### src/rtl/ym3438_host_writer_if.sv
// Request handshake and chip-bus pins of the ym3438 host writer.
interface ym3438_host_writer_if;
  localparam int unsigned BYTE_W = 8;
  localparam int unsigned ADDR_W = 2;

  logic              req_valid;
  logic              req_bank;
  logic [BYTE_W-1:0] req_reg;
  logic [BYTE_W-1:0] req_val;
  logic              req_ready;
  logic              CS;
  logic              WR;
  logic              RD;
  logic [ADDR_W-1:0] address;
  logic [BYTE_W-1:0] data_out;
  logic              data_oe;
  logic [BYTE_W-1:0] data_in;
  logic [BYTE_W-1:0] status;
  logic              busy_wait;
  logic              timeout_err;
  logic              done;

  // Writer side: drives the chip pins and the request/status returns.
  modport master (
    input  req_valid, req_bank, req_reg, req_val, data_in,
    output req_ready, CS, WR, RD, address, data_out, data_oe,
           status, busy_wait, timeout_err, done
  );

  // Front-end / chip side.
  modport slave (
    output req_valid, req_bank, req_reg, req_val, data_in,
    input  req_ready, CS, WR, RD, address, data_out, data_oe,
           status, busy_wait, timeout_err, done
  );
endinterface

### src/rtl/ym3438_host_writer.sv
// Turns queued (bank, reg, val) writes into ym3438 bus cycles:
// optional busy poll, address cycle, data cycle.
module ym3438_host_writer #(
  parameter int unsigned SETUP     = 2,
  parameter int unsigned PULSE     = 4,
  parameter int unsigned HOLD      = 2,
  parameter int unsigned GAP       = 4,
  parameter int unsigned POLL_BUSY = 1,
  parameter int unsigned TIMEOUT   = 1024
) (
  input logic                  MCLK,
  input logic                  IC,
  ym3438_host_writer_if.master bus
);
  localparam int unsigned MAX_A   = (SETUP > PULSE) ? SETUP : PULSE;
  localparam int unsigned MAX_B   = (HOLD > GAP) ? HOLD : GAP;
  localparam int unsigned MAX_LEN = (MAX_A > MAX_B) ? MAX_A : MAX_B;
  localparam int unsigned CNT_W   = $clog2(MAX_LEN + 1);
  localparam int unsigned POLL_W  = $clog2(TIMEOUT + 1);

  localparam logic [CNT_W-1:0] SETUP_LAST = CNT_W'((SETUP != 0) ? SETUP - 1 : 0);
  localparam logic [CNT_W-1:0] PULSE_LAST = CNT_W'((PULSE != 0) ? PULSE - 1 : 0);
  localparam logic [CNT_W-1:0] HOLD_LAST  = CNT_W'((HOLD != 0) ? HOLD - 1 : 0);
  localparam logic [CNT_W-1:0] GAP_LAST   = CNT_W'((GAP != 0) ? GAP - 1 : 0);

  typedef enum logic [2:0] {PH_IDLE, PH_SETUP, PH_PULSE, PH_HOLD, PH_GAP} phase_t;
  typedef enum logic [1:0] {ACC_P, ACC_A, ACC_D} acc_t;

  // Zero-length phases are skipped; PH_IDLE here marks the end of an access.
  localparam phase_t PH_FIRST       = (SETUP != 0) ? PH_SETUP : PH_PULSE;
  localparam phase_t PH_AFTER_HOLD  = (GAP != 0) ? PH_GAP : PH_IDLE;
  localparam phase_t PH_AFTER_PULSE = (HOLD != 0) ? PH_HOLD : PH_AFTER_HOLD;

  phase_t            ph, ph_d;
  acc_t              acc, acc_d;
  logic [CNT_W-1:0]  cnt, cnt_d, cnt_last;
  logic [POLL_W-1:0] poll_cnt, poll_cnt_d, poll_cnt_inc;
  logic              bank_q, bank_d;
  logic [7:0]        reg_q, reg_d, val_q, val_d;
  logic [7:0]        status_d, dout_d;
  logic [1:0]        addr_d;
  logic              timeout_d, done_d, cs_d, wr_d, rd_d, oe_d, bw_d, ready_d, act;

  // Next state, counters and the pin values for the state being entered.
  always_comb begin
    ph_d         = ph;
    acc_d        = acc;
    cnt_d        = cnt;
    poll_cnt_d   = poll_cnt;
    poll_cnt_inc = poll_cnt + POLL_W'(1);
    bank_d       = bank_q;
    reg_d        = reg_q;
    val_d        = val_q;
    status_d     = bus.status;
    timeout_d    = bus.timeout_err;
    done_d       = 1'b0;

    case (ph)
      PH_SETUP: cnt_last = SETUP_LAST;
      PH_PULSE: cnt_last = PULSE_LAST;
      PH_HOLD:  cnt_last = HOLD_LAST;
      PH_GAP:   cnt_last = GAP_LAST;
      default:  cnt_last = '0;
    endcase

    if (ph == PH_IDLE) begin
      if (bus.req_valid && bus.req_ready) begin
        bank_d     = bus.req_bank;
        reg_d      = bus.req_reg;
        val_d      = bus.req_val;
        poll_cnt_d = '0;
        timeout_d  = 1'b0;
        cnt_d      = '0;
        acc_d      = (POLL_BUSY != 0) ? ACC_P : ACC_A;
        ph_d       = PH_FIRST;
      end
    end else if (cnt != cnt_last) begin
      cnt_d = cnt + CNT_W'(1);
    end else begin
      cnt_d = '0;
      // Final edge with RD low: capture the status byte.
      if (ph == PH_PULSE && acc == ACC_P) status_d = bus.data_in;
      case (ph)
        PH_SETUP: ph_d = PH_PULSE;
        PH_PULSE: ph_d = PH_AFTER_PULSE;
        PH_HOLD:  ph_d = PH_AFTER_HOLD;
        default:  ph_d = PH_IDLE;
      endcase
      if (ph_d == PH_IDLE) begin
        case (acc)
          ACC_P: begin
            if (!status_d[7]) begin
              acc_d = ACC_A;
              ph_d  = PH_FIRST;
            end else begin
              poll_cnt_d = poll_cnt_inc;
              if (poll_cnt_inc == POLL_W'(TIMEOUT)) begin
                timeout_d = 1'b1;
                done_d    = 1'b1;
              end else begin
                ph_d = PH_FIRST;
              end
            end
          end
          ACC_A: begin
            acc_d = ACC_D;
            ph_d  = PH_FIRST;
          end
          default: done_d = 1'b1;
        endcase
      end
    end

    act     = (ph_d == PH_SETUP) || (ph_d == PH_PULSE) || (ph_d == PH_HOLD);
    cs_d    = !act;
    wr_d    = !(ph_d == PH_PULSE && acc_d != ACC_P);
    rd_d    = !(ph_d == PH_PULSE && acc_d == ACC_P);
    oe_d    = act && (acc_d != ACC_P);
    bw_d    = (ph_d != PH_IDLE) && (acc_d == ACC_P);
    ready_d = (ph_d == PH_IDLE);
    addr_d  = bus.address;
    dout_d  = bus.data_out;
    if (ph_d != PH_IDLE) begin
      addr_d = {bank_d, acc_d == ACC_D};
      if (acc_d != ACC_P) dout_d = (acc_d == ACC_D) ? val_d : reg_d;
    end
  end

  // State, counters and registered pins; IC releases the bus at once.
  always_ff @(posedge MCLK or negedge IC) begin
    if (!IC) begin
      ph              <= PH_IDLE;
      acc             <= ACC_P;
      cnt             <= '0;
      poll_cnt        <= '0;
      bank_q          <= 1'b0;
      reg_q           <= '0;
      val_q           <= '0;
      bus.CS          <= 1'b1;
      bus.WR          <= 1'b1;
      bus.RD          <= 1'b1;
      bus.address     <= '0;
      bus.data_out    <= '0;
      bus.data_oe     <= 1'b0;
      bus.req_ready   <= 1'b1;
      bus.status      <= '0;
      bus.busy_wait   <= 1'b0;
      bus.timeout_err <= 1'b0;
      bus.done        <= 1'b0;
    end else begin
      ph              <= ph_d;
      acc             <= acc_d;
      cnt             <= cnt_d;
      poll_cnt        <= poll_cnt_d;
      bank_q          <= bank_d;
      reg_q           <= reg_d;
      val_q           <= val_d;
      bus.CS          <= cs_d;
      bus.WR          <= wr_d;
      bus.RD          <= rd_d;
      bus.address     <= addr_d;
      bus.data_out    <= dout_d;
      bus.data_oe     <= oe_d;
      bus.req_ready   <= ready_d;
      bus.status      <= status_d;
      bus.busy_wait   <= bw_d;
      bus.timeout_err <= timeout_d;
      bus.done        <= done_d;
    end
  end

  // A strobe of zero length would never move data.
  a_pulse_nonzero: assert property (@(posedge MCLK) PULSE != 0);
  // Strobes are exclusive and the writer never fights a status read.
  a_strobe_excl: assert property (@(posedge MCLK) disable iff (!IC) bus.WR || bus.RD);
  a_oe_no_read:  assert property (@(posedge MCLK) disable iff (!IC) !(bus.data_oe && !bus.RD));
endmodule

### src/flat_wrapper.sv
// flat-port wrapper written by rule: the top's interface ports become plain ports
module ym3438_host_writer_flat 
#(
  parameter int unsigned SETUP     = 2,
  parameter int unsigned PULSE     = 4,
  parameter int unsigned HOLD      = 2,
  parameter int unsigned GAP       = 4,
  parameter int unsigned POLL_BUSY = 1,
  parameter int unsigned TIMEOUT   = 1024
)
  (MCLK, IC, bus_req_valid, bus_req_bank, bus_req_reg, bus_req_val, bus_data_in, bus_req_ready, bus_CS, bus_WR, bus_RD, bus_address, bus_data_out, bus_data_oe, bus_status, bus_busy_wait, bus_timeout_err, bus_done);
  ym3438_host_writer_if bus_i ();
  input logic MCLK;
  input logic IC;
  input wire logic [$bits(bus_i.req_valid)-1:0] bus_req_valid;
  input wire logic [$bits(bus_i.req_bank)-1:0] bus_req_bank;
  input wire logic [$bits(bus_i.req_reg)-1:0] bus_req_reg;
  input wire logic [$bits(bus_i.req_val)-1:0] bus_req_val;
  input wire logic [$bits(bus_i.data_in)-1:0] bus_data_in;
  output wire logic [$bits(bus_i.req_ready)-1:0] bus_req_ready;
  output wire logic [$bits(bus_i.CS)-1:0] bus_CS;
  output wire logic [$bits(bus_i.WR)-1:0] bus_WR;
  output wire logic [$bits(bus_i.RD)-1:0] bus_RD;
  output wire logic [$bits(bus_i.address)-1:0] bus_address;
  output wire logic [$bits(bus_i.data_out)-1:0] bus_data_out;
  output wire logic [$bits(bus_i.data_oe)-1:0] bus_data_oe;
  output wire logic [$bits(bus_i.status)-1:0] bus_status;
  output wire logic [$bits(bus_i.busy_wait)-1:0] bus_busy_wait;
  output wire logic [$bits(bus_i.timeout_err)-1:0] bus_timeout_err;
  output wire logic [$bits(bus_i.done)-1:0] bus_done;
  assign bus_i.req_valid = bus_req_valid;
  assign bus_i.req_bank = bus_req_bank;
  assign bus_i.req_reg = bus_req_reg;
  assign bus_i.req_val = bus_req_val;
  assign bus_i.data_in = bus_data_in;
  assign bus_req_ready = bus_i.req_ready;
  assign bus_CS = bus_i.CS;
  assign bus_WR = bus_i.WR;
  assign bus_RD = bus_i.RD;
  assign bus_address = bus_i.address;
  assign bus_data_out = bus_i.data_out;
  assign bus_data_oe = bus_i.data_oe;
  assign bus_status = bus_i.status;
  assign bus_busy_wait = bus_i.busy_wait;
  assign bus_timeout_err = bus_i.timeout_err;
  assign bus_done = bus_i.done;
  ym3438_host_writer #(.SETUP(SETUP), .PULSE(PULSE), .HOLD(HOLD), .GAP(GAP), .POLL_BUSY(POLL_BUSY), .TIMEOUT(TIMEOUT)) u_core (.MCLK(MCLK), .IC(IC), .bus(bus_i));
endmodule
### config.mk
export PLATFORM = sky130hd
export DESIGN_NAME = ym3438_host_writer_flat
export DESIGN_NICKNAME = d
export VERILOG_FILES = /design/src/rtl/ym3438_host_writer_if.sv /design/src/rtl/ym3438_host_writer.sv /design/src/flat_wrapper.sv
export SDC_FILE = /design/constraint.sdc
export NUM_CORES = 1
export LEC_CHECK = 0
export ABC_CLOCK_PERIOD_IN_PS = 3000
export CAP_MARGIN = 20
export CORE_ASPECT_RATIO = 1.2
export CORE_MARGIN = 4
export CORE_UTILIZATION = 30
export DETAILED_ROUTE_END_ITERATION = 8
export HOLD_SLACK_MARGIN = 0.08
export PLACE_DENSITY = 0.55
export SYNTH_ARGS = -nofsm -noshare
export SYNTH_HDL_FRONTEND = slang
export SYNTH_SLANG_ARGS = --single-unit
### constraint.sdc
create_clock -name MCLK -period 3 [get_ports MCLK]
set_input_delay 0.6 -clock MCLK [delete_from_list [all_inputs] [get_ports MCLK]]
set_output_delay 0.6 -clock MCLK [all_outputs]
set_load 0.02 [all_outputs]
After elaboration in Yosys (flattened, before gate mapping)
Cells that the tools add are included.

Add/subtract/negate cells: 2. Eq/ne operators: 13. Mux-type cells: 49. Bitwise operators: 2. Reduce and logical (&&, ||, !) cells: 30.

Operators by type and width (number): two-way mux 11 bit (6); two-way mux 8 bit (8); two-way mux 3 bit (11); two-way mux 1 bit (14); == test 3 x 2 -> 1 bit (second input constant) (4); adder 11 x 1 -> 11 bit (second input constant) (1); == test 11 bit (second input constant) (1); two-way mux 2 bit (5); nonzero test 2 bit (5); zero test 3 bit (3); one-hot mux 3 bit (3 select lines) (1); one-hot mux 2 bit (2 select lines) (2); == test 3 x 1 -> 1 bit (second input constant) (2); logical AND 1 bit (6); one-hot mux 3 bit (2 select lines) (1); AND reduction 6 bit (1); nonzero test 3 bit (2); AND reduction 5 bit (1); zero test 2 bit (2); AND reduction 2 bit (2); OR reduction 2 bit (2); adder 3 x 1 -> 3 bit (second input constant) (1); == test 3 bit (second input constant) (1); zero test 1 bit (3); other kinds (9) (11).

Register bits after elaboration: 62. Input port bits: 28. Output and inout bits: 26. Logic and storage cells: 115.

Logic depth before layout (Yosys ltp)
Depth after elaboration: 16. Depth in mapped cells: 8. Gate-level depth less buffers: 8.

Worst setup path after synthesis
OpenSTA, ideal clock, no wires.

Kind: flip-flop to flip-flop. Start: reg u_core.cnt[1]. End: reg u_core.bus.address[1]. Setup time: 0.128 ns. Arrival: 2.088 ns. Data required time: 2.872 ns. Slack: 0.784 ns. Stages on the path, launching flop included: 8. Path buffers: 1. Clock period less this slack: 2.216 ns. Cell sequence: dfrtp_1 > buf_2 > nor3b_2 > a2bb2oi_1 > or4b_1 > a211oi_2 > a31oi_1 > mux2_1.

Longest elaborated chain between the ends: 4.

RTL lines: from (decl) (RTL line ym3438_host_writer.sv:36) `logic [CNT_W-1:0] cnt, cnt_d, cnt_last;`; from (signal assigned) (RTL line ym3438_host_writer.sv:153) `cnt <= cnt_d;`; inequality test 3 x 2 -> 1 bit (RTL line ym3438_host_writer.sv:77) `end else if (cnt != cnt_last) begin`; two-way mux 3 bit (RTL line ym3438_host_writer.sv:77); two-way mux 3 bit (RTL line ym3438_host_writer.sv:66) `if (ph == PH_IDLE) begin`; nonzero test 3 bit (RTL line ym3438_host_writer.sv:123) `if (ph_d != PH_IDLE) begin`; to (signal assigned) (RTL line ym3438_host_writer.sv:161) `bus.address <= addr_d;`; to (decl) (RTL line ym3438_host_writer_if.sv:26) `output req_ready, CS, WR, RD, address, data_out, data_oe,`.

No other way between the ends. A chain may end at the register's enable or synchronous reset.

Worst setup path in the final report
Start: reg u_core.ph[0]. End: reg u_core.bus.address[1].

Longest elaborated chain between the ends: 11. Elaborated cells on any way between the ends: 26. Classes of those cells: eq/ne (5); mux (15); reduce/logical (6).

RTL lines: from (decl) (RTL line ym3438_host_writer.sv:34) `phase_t ph, ph_d;`; from (signal assigned) (RTL line ym3438_host_writer.sv:151) `ph <= ph_d;`; == test 3 x 2 -> 1 bit (tied with other cells) (RTL line ym3438_host_writer.sv:58, ym3438_host_writer.sv:83); one-hot mux 3 bit (3 select lines) or logical AND 1 bit (tied branches) (RTL line ym3438_host_writer.sv:83, ym3438_host_writer.sv:82); two-way mux 3 bit or two-way mux 8 bit (tied branches) (RTL line ym3438_host_writer.sv:77, ym3438_host_writer.sv:82); two-way mux 3 bit or two-way mux 8 bit (tied branches) (RTL line ym3438_host_writer.sv:66, ym3438_host_writer.sv:77); two-way mux 3 bit or two-way mux 8 bit (tied branches) (RTL line ym3438_host_writer.sv:97, ym3438_host_writer.sv:66); two-way mux 3 bit (RTL line ym3438_host_writer.sv:92) `if (!status_d[7]) begin`; one-hot mux 3 bit (2 select lines) (RTL line ym3438_host_writer.sv:90) `case (acc)`; two-way mux 3 bit (RTL line ym3438_host_writer.sv:89) `if (ph_d == PH_IDLE) begin`; two-way mux 3 bit (RTL line ym3438_host_writer.sv:77); two-way mux 3 bit (RTL line ym3438_host_writer.sv:66); nonzero test 3 bit (RTL line ym3438_host_writer.sv:123).

Several ways; a longest one is shown, not always the timed one. The select of a mux whose other input is x is not followed.

==> summary.md <==
| Metric | Value |
|---|---|
| CP Launch Type | `flop` |
| CP peak stage delay | `0.63 ns` |
| Layout cells sized above 1 | `11.86%` |
| DR pass1 iterations | `4` |
| Post-CTS setup buffers | `0` |
| Worst path bufs/invs | `0` |
| Post-synth net total | `358` |
| Die H | `119.6 um` |
| Post-CTS resize count | `0` |
| #FFs+latches synth | `62` |
| Commonest non-fill, non-tap cell in the layout | `nand2_1` |
| Avg Vias per Cell | `4.800` |
| Reg clk slew, reported paths | `0.06 ns` |
| Clock sinks | `62` |
| Placed wire-length estimate | `5071 um` |
| IO Count | `54` |
| Core outline area | `10060 um2` |
| Fin crit period | `2.572 ns` |
| CTS H-Tree Depth | `3` |
| Clock buffer depth | `2` |
| Peak VDD IR | `424.8 uV` |
| Filler cells | `993` |
| DP Worst Slack | `0.1578 ns` |
| Simple logic cell fraction of the synthesized area | `21.66%` |
| Synth Instances | `327` |
| GRT Total Usage | `13.13%` |
| Initial Util | `30.95%` |
| Clock skew | `0.006914 ns` |
| Slew Limit Fails | `0` |
| Crit path max-delay family | `simple AND/OR/NAND/NOR gates` |
| Vias in the first global route | `2643` |
| CP max FO | `17` |
| Worst setup margin | `0.4281 ns` |
| Grt total ovfl | `0` |
| Routed Antenna Nets | `0` |
| Setup TNS | `0 ns` |
| Placer congestion estimate | `0.7921` |
| Pleak | `1.893 nW` |
| Antenna cells | `0` |
| Wirelength per Cell | `14.18 um` |
| Fin. Hold Viols | `0` |
| Post-synthesis mux area share | `10.37%` |
| Routed vias | `2467` |
| CP required | `3.21 ns` |
| Number of I/O port buffers | `53` |
| Most frequent cells in the layout | `nand2_1, dfrtp_1, clkdlybuf4s50_1` |
| Die width | `101.0 um` |
| Num CTS Buffers | `9` |
| Die area | `12080 um2` |
| DR iter-0 viols | `100` |
| Compound-gate portion of the synthesized area | `11.01%` |
| Largest family of logic cells by synthesized area | `simple AND/OR/NAND/NOR gates` |
| Unique cell type count in the Yosys netlist | `48` |
| Status | `finished clean` |
| Site Rows | `40` |
| Nets@finish | `414` |
| TritonCTS clock tree | `built` |
| Largest net degree at the start of global routing | `26` |
| Fraction of the cycle the final worst path needs | `85.73%` |
| Power per cell area | `1004 nW/um2` |
| Syn-to-layout area delta | `30.91%` |
| # setup viols final | `0` |
| Post-Route WL | `7286 um` |
| Xor/xnor share of the synthesized area | `1.688%` |
| Clock latency on the worst-skew pair | `0.33 ns` |
| # Max-Cap Violations | `0` |
| DRC Markers | `0` |
| Synth warn | `0` |
| Cell chain of the critical path | `nor3b_2, a2bb2oi_1, or4b_1, a211oi_2, a31oi_1, mux2_1` |
| First-pass GRT wire length | `12550 um` |
| Clock root cell | `clkbuf_16` |
| Fmax | `388.8 MHz` |
| RSZ-0062 raised after global routing | `no` |
| Seq/Total Area, Yosys | `50.00%` |
| Crit. End Element | `flop` |
| CTS Hold Bufs | `0` |
| CP Class | `flop to flop` |
| HP Class | `primary input to asynchronous set/reset pin` |
| Critical-path top delay cell | `dfrtp_1` |
| Worst R2R Setup Slack | `0.43 ns` |
| CP arrival | `2.78 ns` |
| Synth Area in Adders | `1.206%` |
| Mapped Avg Cell Area | `9.520 um2` |
| Normalized max-slew margin | `59.68%` |
| Worst Tran Pin Value | `0.6042 ns` |
| Antenna violations before repair | `0` |
| Synthesized cell area | `3113 um2` |
-- cell usage after synthesis, drive strengths merged --
library cell	count	area, um2
o2111a	1	11.26
clkbuf	11	42.54
or2	3	18.77
a2bb2oi	2	17.52
a2111oi	1	15.01
xnor2	2	17.52
mux2i	21	210.2
a21oi	12	60.06
nor2b	3	18.77
or3	5	31.28
nor3b	3	27.52
inv	16	60.05
a32o	1	10.01
dfrtp	58	1451
nor2	21	78.83
mux2	10	112.6
xor2	4	35.03
and3	2	12.51
and2	3	18.77
nor3	3	15.01
nand2	68	255.2
buf	5	23.77
a31oi	5	31.28
nor4bb	2	20.02
or4b	1	10.01
a21o	2	15.01
o32ai	1	8.760
a21boi	1	7.510
o21ai	16	80.08
and4b	1	10.01
o31ai	3	22.52
a211oi	3	27.52
o22ai	2	12.51
ha	3	37.54
and4bb	2	25.02
nor4b	1	15.01
dfstp	4	105.1
nand4	1	6.260
o21bai	2	15.01
o2111ai	1	8.760
nand3	16	80.08
nand2b	5	31.28
-- state kept, by name, indices dropped and copies added (netlist names) --
register and flops:
u_core.poll_cnt 11, u_core.bus.data_out 8, u_core.bus.status 8, u_core.reg_q 8
u_core.val_q 8, u_core.cnt 3, u_core.ph 3, u_core.acc 2
u_core.bus.address 2, u_core.bank_q 1, u_core.bus.CS 1, u_core.bus.RD 1
u_core.bus.WR 1, u_core.bus.busy_wait 1, u_core.bus.data_oe 1, u_core.bus.done 1
u_core.bus.req_ready 1, u_core.bus.timeout_err 1
-- where the power goes --
| part | internal, mW | total [mW] | switching, mW |
|---|---|---|---|
| Sequential | 1.15 | 1.41 | 0.259 |
| Combinational | 0.793 | 1.68 | 0.888 |
| Clock | 0.638 | 0.997 | 0.360 |
-- worst register-to-register path: stages (launching register included) --
cell,delay [ns]
dfrtp_1,0.63
nor3b_2,0.36
a2bb2oi_1,0.14
or4b_1,0.53
a211oi_2,0.25
a31oi_1,0.19
mux2_1,0.35
-- stage by stage --
step | area (um2) | utilization [%] | std cells | hold WS (ns) | power (mW)
2_1_floorplan | 3113 | - | 327 | 0.3044 | 2.522
3_3_place_gp | 3790 | 37.67 | 498 | 0.4567 | 3.090
3_5_place_dp | 3790 | 37.67 | 498 | 0.4585 | 3.113
4_1_cts | 4075 | 40.51 | 514 | 0.1624 | 4.147
5_1_grt | 4075 | 40.51 | 514 | 0.1702 | 4.411
6_report | 4075 | 40.51 | 514 | 0.1560 | 4.090
-- metal layers --
metal / GRT usage, % / wire length, um / vias up
met5: 0 / 0 / -
met3: 4.302 / 366 / 10
met2: 19.98 / 3475 / 50
met4: 5.569 / 136 / 0
met1: 17.00 / 3307 / 1166
li1: - / - / 1241
-- cells by family after synthesis --
| logic type | Yosys count |
|---|---|
| adders and majority gates | 3 |
| and+or+nand+nor | 140 |
| muxes | 31 |
| AOI/OAI and AO/OA | 53 |
| DFF | 62 |
| xor gates and xnor gates | 6 |
| buffers and inverters | 32 |
-- worst paths after layout --
kind / end / from / depth (start not counted)
setup / recovery: u_core.bus.address[1]$_DFFE_PN0N_ / u_core.ph[0]$_DFF_PN0_ / 6
hold / removal: u_core.bus.data_out[2]$_DFFE_PN0P_ / IC / 1
setup reg to reg: u_core.bus.address[1]$_DFFE_PN0N_ / u_core.ph[0]$_DFF_PN0_ / 6
hold reg to reg: u_core.val_q[6]$_DFF_PN0_ / u_core.val_q[6]$_DFF_PN0_ / 2
max in group asynchronous: u_core.bus.RD$_DFF_PN1_ / IC / 2
min in group MCLK: u_core.val_q[6]$_DFF_PN0_ / u_core.val_q[6]$_DFF_PN0_ / 2
-- final cells by class --
type	instances	area, um2	area share [%]
clock buffer	11	232.7	5.711
multi-input combinational	233	1430	35.09
tap	126	157.7	3.869
timing repair buffer	61	585.6	14.37
sequential	62	1556	38.19
inverter	16	60.06	1.474
clock inverter	5	52.55	1.290
Note: power is estimated with default switching activity, not from simulation.
